--- config.mk ---
export PLATFORM = sky130hd
export DESIGN_NAME = fetch_buffer
export DESIGN_NICKNAME = d
export VERILOG_FILES = /design/src/rtl/fetch_buffer.sv
export SDC_FILE = /design/constraint.sdc
export NUM_CORES = 1
export LEC_CHECK = 0
export ABC_AREA = 0
export ABC_CLOCK_PERIOD_IN_PS = 11000
export CORE_MARGIN = 4
export CORE_UTILIZATION = 50
export DETAILED_ROUTE_END_ITERATION = 16
export PLACE_DENSITY = 0.7
export SLEW_MARGIN = 40
export SYNTH_ARGS = -nofsm -noshare
export SYNTH_HDL_FRONTEND = slang
export SYNTH_SLANG_ARGS = --single-unit
--- constraint.sdc ---
create_clock -name clk -period 11 [get_ports clk]
set_input_delay 1.1 -clock clk [delete_from_list [all_inputs] [get_ports clk]]
set_output_delay 1.1 -clock clk [all_outputs]
set_load 0.01 [all_outputs]
--- src/rtl/fetch_buffer.sv ---
// Instruction-pair fetch queue between IF1 and decode: circular buffer of {pc, inst0, inst1}
// with almost-full back-pressure, flush, and combinational head read-out.
`ifndef INST_NOP
`define INST_NOP 32'h0340_0000
`endif
`ifndef PC_RESET
`define PC_RESET 32'h1C00_0000
`endif

module fetch_buffer #(
    parameter int DEPTH      = 8,
    parameter int ALMOST_GAP = 2
) (
    input  logic                     clk,
    input  logic                     rst,
    input  logic                     flush,
    input  logic                     fifo_valid,
    output logic                     fifo_ready,
    output logic                     fetch_buf_full,
    input  logic [31:0]              if1_fifo_pc,
    input  logic [31:0]              if1_fifo_inst0,
    input  logic [31:0]              if1_fifo_inst1,
    input  logic                     id_ready,
    output logic                     fbuf_valid,
    output logic [31:0]              fbuf_pc0,
    output logic [31:0]              fbuf_pc1,
    output logic [31:0]              fbuf_inst0,
    output logic [31:0]              fbuf_inst1,
    output logic [1:0]               fbuf_slot_valid,
    output logic [$clog2(DEPTH):0]   fbuf_count
);

    localparam int AW = $clog2(DEPTH);
    localparam int CW = AW + 1;
    localparam logic [CW-1:0] FULL_CNT   = CW'(DEPTH);
    localparam logic [CW-1:0] ALMOST_CNT = CW'(DEPTH - ALMOST_GAP);

    typedef struct packed {
        logic [31:0] pc;
        logic [31:0] inst0;
        logic [31:0] inst1;
    } entry_t;

    entry_t          mem [DEPTH];
    logic [AW-1:0]   head_q, head_d;
    logic [AW-1:0]   tail_q, tail_d;
    logic [CW-1:0]   count_q, count_d;
    logic            push, pop;
    entry_t          head_entry;

    assign fifo_ready     = (count_q != FULL_CNT);
    assign fetch_buf_full = (count_q >= ALMOST_CNT);
    assign fbuf_valid     = (count_q != '0);
    assign fbuf_count     = count_q;

    // Readiness comes only from the registered count, so a full queue never
    // accepts a pair even when decode drains the head in the same cycle.
    assign push = fifo_valid && fifo_ready && !flush;
    assign pop  = fbuf_valid && id_ready && !flush;

    always_comb begin
        head_d  = head_q;
        tail_d  = tail_q;
        count_d = count_q;
        if (flush) begin
            head_d  = '0;
            tail_d  = '0;
            count_d = '0;
        end else begin
            if (push) tail_d = tail_q + AW'(1);
            if (pop)  head_d = head_q + AW'(1);
            unique case ({push, pop})
                2'b10:   count_d = count_q + CW'(1);
                2'b01:   count_d = count_q - CW'(1);
                default: count_d = count_q;
            endcase
        end
    end

    always_ff @(posedge clk) begin
        if (rst) begin
            head_q  <= '0;
            tail_q  <= '0;
            count_q <= '0;
        end else begin
            head_q  <= head_d;
            tail_q  <= tail_d;
            count_q <= count_d;
        end
    end

    // Storage is never cleared; the empty-state outputs below mask stale data.
    always_ff @(posedge clk) begin
        if (push && !rst) begin
            mem[tail_q] <= '{pc: if1_fifo_pc, inst0: if1_fifo_inst0, inst1: if1_fifo_inst1};
        end
    end

    assign head_entry = mem[head_q];

    always_comb begin
        fbuf_pc0        = `PC_RESET;
        fbuf_pc1        = `PC_RESET + 32'd4;
        fbuf_inst0      = `INST_NOP;
        fbuf_inst1      = `INST_NOP;
        fbuf_slot_valid = 2'b00;
        if (fbuf_valid) begin
            fbuf_pc0        = head_entry.pc;
            fbuf_pc1        = head_entry.pc + 32'd4;
            fbuf_inst0      = head_entry.inst0;
            fbuf_inst1      = head_entry.inst1;
            // A pair starting at the upper word of an 8-byte block has no valid slot 1.
            fbuf_slot_valid = {~head_entry.pc[2], 1'b1};
        end
    end

endmodule

==> reports/metrics.csv, run 1 <==
metric,value,unit
Slew HR,0.416,
skew final,0.0204,ns
detailed placement HPWL,36.3,mm
worst setup margin,5.26,ns
Netlist cell types,51,
fin crit period,5.74,ns
post_cts resized,0,
total wire length,65.2,mm
final setup vio count,0,
RR Startpoint,fbuf_count[1],
number of synthesized flops with an enable pin,768,
Slew @ Worst Pin,0.851,ns
syn nets,1558,
layout cells sized above 1,0.187,
most frequent cells in the layout,"768 x edfxtp_1, 237 x clkdlybuf4s50_1, 159 x mux4_2",
WP data arrival,4.64,ns
core area,60600,um2
post-route non-filler standard cell count,2573,
CP Class,reg2out,
area added between synthesis and finish,19.0,%
status,"finished, final reports clean",
synthesized flop and latch total,781,
io pins,238,
CTS Sinks,781,
pwr dens,165,nW/um2
buffer and inverter count on the worst path,3,
endpoints failing hold,0,
Hold Path Depth,2,
placed cells,2424,
initial antenna violation count,7,
clock buffer count from CTS,78,
largest net degree at the start of global routing,97,
initial core utilization,0.507,
R2R setup slack,6.87,ns
"commonest non-fill, non-tap cell in the layout",edfxtp_1,
I/O Buffers,237,
worst hold path class,reg2reg,
Syn Inst Count,1451,
Synth Cell Area,30700,um2
drt drc,0,
syn_area_per_cell,21.2,um2
GRT Util Overall,0.200,
routability cong.,0.813,
hold_sp,head_q[1],
global-route wire length before repair,99.2,mm
Post-synth ARST share,0,
R2R depth,12,
setup TNS,0,ns
Ys Warns,0,
post-DR wirelength/cell,25.3,um
total power,6.01,mW
RSZ-0062 raised after global routing,false,
Die Span Y,256,um
post-synthesis sequential area ratio,0.760,
"Reg clk slew, reported paths",0.06,ns
crit-path max FO,66,
Leak,11.2,nW
"slowest stage delay, CP",0.66,ns
Setup crit end kind,output port,
Post-synth top flop,edfxtp_1,
"worst slack, placed",5.75,ns
root buffer cell,clkbuf_16,
nets,1831,
hold_buf cts,0,
setup bufs post-CTS,0,
first drt pass iteration count,5,
die footprint,65400,um2
vias in the first global route,15567,
period utilisation layout,0.522,
Stages on worst setup path,9,
Max Cap Viol,0,
Max VDD drop,138,uV
CTS tree,done,
Slowest cell on crit path,dfxtp_4,
Worst Setup Start Kind,flop,
Max Root-Sink Buffers,3,
final hold slack,0.489,ns
critical path required time,9.90,ns
Reg-to-Reg End,fbuf_count[2],
Final Max Slew Viols,0,
global route total overflow,0,
Starting DRT DRC Count,1129,
FMAX,174,MHz
latest clock arrival within the worst-skew pair,0.61,ns
CP top delay family,multiplexers,
row count,90,
CTS H-tree depth,3,
"Cell Chain, Critical Path","buf_12, buf_6, mux4_2, mux2i_1, nand4b_4, nor2_2, and3_1, mux2_1, clkdlybuf4s50_1",
Chip Width,256,um
DR vias/cell,5.77,
post-route ant nets,0,
vias,14837,
[logic make-up (layout without fill, tap and decap cells)]
kind of cell	after synthesis	count (layout)	synth area share
buffers and inverters	79	414	0.0144
AOI/OAI and AO/OA	35	35	0.00733
adders and majority gates	6	6	0.00244
DFF	781	781	0.760
xor gates and xnor gates	23	23	0.00656
and+or+nand+nor	238	238	0.0353
other	0	5	0
muxes	289	289	0.174
[sequential cells by signal, indices dropped and copies added (netlist names), named ones only]
signal and count:
fbuf_count 4, head_q 3, mem 768, tail_q 3
[cell type report]
| cell class | count | area (um2) |
|---|---|---|
| well taps | 782 | 978 |
| diodes | 5 | 12.5 |
| inverters | 6 | 22.5 |
| fillers | 4268 | 24000 |
| clock inverters | 42 | 338 |
| repair buffers | 266 | 2740 |
| multi-input cells | 591 | 7010 |
| flip-flops and latches | 781 | 23300 |
| clock buffers | 100 | 2120 |
[stage by stage]
step | utilization | cell area (um2)
2_1_floorplan | - | 30700
3_3_place_gp | 0.560 | 33900
3_5_place_dp | 0.562 | 34000
4_1_cts | 0.602 | 36500
5_1_grt | 0.603 | 36500
6_report | 0.603 | 36600
[cells in the mapped netlist, types with 7 or more instances]
library cell	count	area, um2
mux4_1	28	736
buf_1	10	37.5
clkbuf_1	25	93.8
buf_4	8	60.1
mux4_2	159	3580
nand3_1	7	35.0
xor2_1	14	123
edfxtp_1	768	23100
nor3_1	10	50.1
buf_2	21	105
mux2i_1	92	921
a21oi_1	15	75.1
xnor2_1	9	78.8
nor2_1	125	469
dfxtp_1	13	260
nand2_1	52	195
[metal layers]
metal / vias to the layer above / track usage / wire length, um
met5: - / 0 / 39
met4: 6 / 0.0463 / 1030
met2: 497 / 0.323 / 31800
met3: 78 / 0.0422 / 4180
li1: 6517 / - / -
met1: 7739 / 0.286 / 28100
[worst min-delay path: stages (launching register included)]
cell	delay [ns]
dfxtp_1	0.31
nand2_1	0.06
a21oi_1	0.07
[worst max path at each step]
stage	startpoint	to	slack (ns)
CTS	flop	fbuf_pc1[29]	5.07
detailed placement	flop	fbuf_pc1[29]	5.75
floorplan	flush	mem[0][0]	2.05
finish	flop	fbuf_pc1[29]	5.26
global placement	flop	fbuf_pc1[24]	5.42
global route	flop	fbuf_pc1[29]	5.01
[power by group]
group          internal, mW  total [mW]  leakage, nW  switching [mW]
clock                  1.46        2.53         1.19            1.07
combinational        0.0904       0.198         2.99           0.107
sequential             3.28        3.29         7.03         0.00440
total                  4.83        6.01         11.2            1.18
Note: power is estimated with default switching activity, not from simulation.
==> run 2, diff against run 1 <==
- ABC_CLOCK_PERIOD_IN_PS: 11000 -> 5900
- clock period: 11 -> 5.9 ns (I/O delays scaled with it)
==> run 2 against run 1 <==
Against the previous run: count of clock-buffer cells in the layout up 8; sequential share of layout area up 0.13 points; register-to-register slack worse by 5.0 ns; combinational power up 85%; critical endpoint is now fbuf_pc1[28]; largest cell class unchanged.
==> reports/metrics.csv, run 2 (same netlist as run 1, synthesis figures left out) <==
metric,value,unit,change
root buffer cell,clkbuf_16,,unchanged
routability cong.,0.818,,was 0.813
Slew @ Worst Pin,0.844,ns,was 0.851 ns
row count,90,,unchanged
initial antenna violation count,7,,unchanged
endpoints failing hold,0,,unchanged
Max Root-Sink Buffers,3,,unchanged
FMAX,195,MHz,
status,"finished, final reports clean",,unchanged
CP top delay family,buffers and inverters,,was multiplexers
final hold slack,0.479,ns,was 0.489 ns
post-route non-filler standard cell count,2570,,was 2573
setup TNS,0,ns,unchanged
"slowest stage delay, CP",0.74,ns,was 0.66 ns
global route total overflow,0,,unchanged
Max VDD drop,241,uV,was 138 uV
pwr dens,303,nW/um2,was 165 nW/um2
fin crit period,5.14,ns,
CTS H-tree depth,3,,unchanged
die footprint,65400,um2,unchanged
R2R depth,12,,unchanged
skew final,0.0187,ns,was 0.0204 ns
global-route wire length before repair,99.0,mm,was 99.2 mm
Slowest cell on crit path,dfxtp_4,,unchanged
GRT Util Overall,0.199,,was 0.200
clock buffer count from CTS,79,,was 78
nets,1835,,was 1831
most frequent cells in the layout,"768 x edfxtp_1, 237 x clkdlybuf4s50_1, 159 x mux4_2",,unchanged
Leak,11.2,nW,about the same
vias,14987,,was 14837
Reg-to-Reg End,fbuf_count[2],,unchanged
WP data arrival,4.55,ns,was 4.64 ns
crit path to,fbuf_pc1[28],,was fbuf_pc1[29]
buffer and inverter count on the worst path,2,,was 3
Starting DRT DRC Count,1239,,was 1129
final setup vio count,0,,unchanged
CTS Sinks,781,,unchanged
post-route ant nets,0,,unchanged
period utilisation layout,0.871,,
crit-path max FO,50,,was 66
"worst slack, placed",1.34,ns,was 5.75 ns
worst hold path class,reg2reg,,unchanged
largest net degree at the start of global routing,113,,was 97
Max Cap Viol,0,,unchanged
drt drc,0,,unchanged
Largest Register,mem,,unchanged
post_cts resized,0,,unchanged
RSZ-0062 raised after global routing,false,,unchanged
initial core utilization,0.507,,unchanged
io pins,238,,unchanged
R2R setup slack,1.92,ns,was 6.87 ns
area added between synthesis and finish,18.8,%,was 19.0%
"commonest non-fill, non-tap cell in the layout",edfxtp_1,,unchanged
Chip Width,256,um,unchanged
hold_buf cts,0,,unchanged
I/O Buffers,237,,unchanged
CTS tree,done,,unchanged
layout cells sized above 1,0.181,,was 0.187
detailed placement HPWL,36.7,mm,was 36.3 mm
vias in the first global route,15671,,was 15567
RR Startpoint,fbuf_count[1],,unchanged
first drt pass iteration count,5,,unchanged
setup bufs post-CTS,0,,unchanged
Die Span Y,256,um,unchanged
"Reg clk slew, reported paths",0.05,ns,was 0.06 ns
critical path required time,5.31,ns,was 9.90 ns
Worst Setup Start Kind,flop,,unchanged
DR vias/cell,5.83,,was 5.77
Final Max Slew Viols,0,,unchanged
core area,60600,um2,unchanged
Stages on worst setup path,9,,unchanged
latest clock arrival within the worst-skew pair,0.62,ns,was 0.61 ns
Setup crit end kind,output port,,unchanged
placed cells,2429,,was 2424
Slew HR,0.421,,was 0.416
post-DR wirelength/cell,25.4,um,was 25.3 um
worst setup margin,0.759,ns,was 5.26 ns
"Cell Chain, Critical Path","buf_4, nor2_1, a22oi_1, o21ai_2, or3_1, nor4_1, a21oi_1, a31oi_1, clkdlybuf4s50_1",,"was buf_12, buf_6, mux4_2, mux2i_1, nand4b_4, nor2_2, and3_1, mux2_1, clkdlybuf4s50_1"
total wire length,65.3,mm,was 65.2 mm
CP Class,reg2out,,unchanged
total power,11.0,mW,was 6.01 mW
max FFs per register,768,,unchanged
[run 2: where the power goes]
part,switching (mW),leakage [nW],internal [mW]
logic,0.198,3.01,0.169
clock network,1.95,1.13,2.59
registers,0.00941,7.03,6.12
[run 2: through the flow]
stage | cell area, um2 | util
after detailed placement | 34100 | 0.563
after floorplan | 30700 | -
after CTS | 36500 | 0.602
after global routing | 36500 | 0.602
final | 36500 | 0.602
after global placement | 34000 | 0.562
[run 2: worst min path at each step]
stage / cells after the start / from / endpoint
2_1_floorplan: 2 / head_q[1] / flop
3_3_place_gp: 2 / head_q[1] / flop
3_5_place_dp: 2 / head_q[1] / flop
4_1_cts: 2 / head_q[1] / flop
5_1_grt: 2 / head_q[1] / flop
6_report: 2 / head_q[1] / flop
[run 2: tightest hold or removal path: stages, from the launching register on]
cell     delay, ns
dfxtp_1       0.31
nand2_1       0.05
a21oi_1       0.07
[run 2: area by class of cell]
type / count / area (um2)
well taps: 782 / 978
multi-input cells: 591 / 7020
inverters: 6 / 22.5
diodes: 2 / 5.00
clock buffers: 108 / 2150
repair buffers: 269 / 2780
clock inverters: 31 / 189
flip-flops and latches: 781 / 23300
fillers: 4224 / 24100
[run 2: routing by layer]
metal	global-route usage	up-vias	routed length [um]
met1	0.279	7872	27500
met3	0.0459	84	4610
li1	-	6498	-
met2	0.324	521	32100
met4	0.0501	12	1040
met5	0	-	85
==> run 3, diff against run 2 <==
- CAP_MARGIN: default -> 15
==> results of run 3 <==
Same layout as run 2: the final DEF is identical, and so are final timing and power.
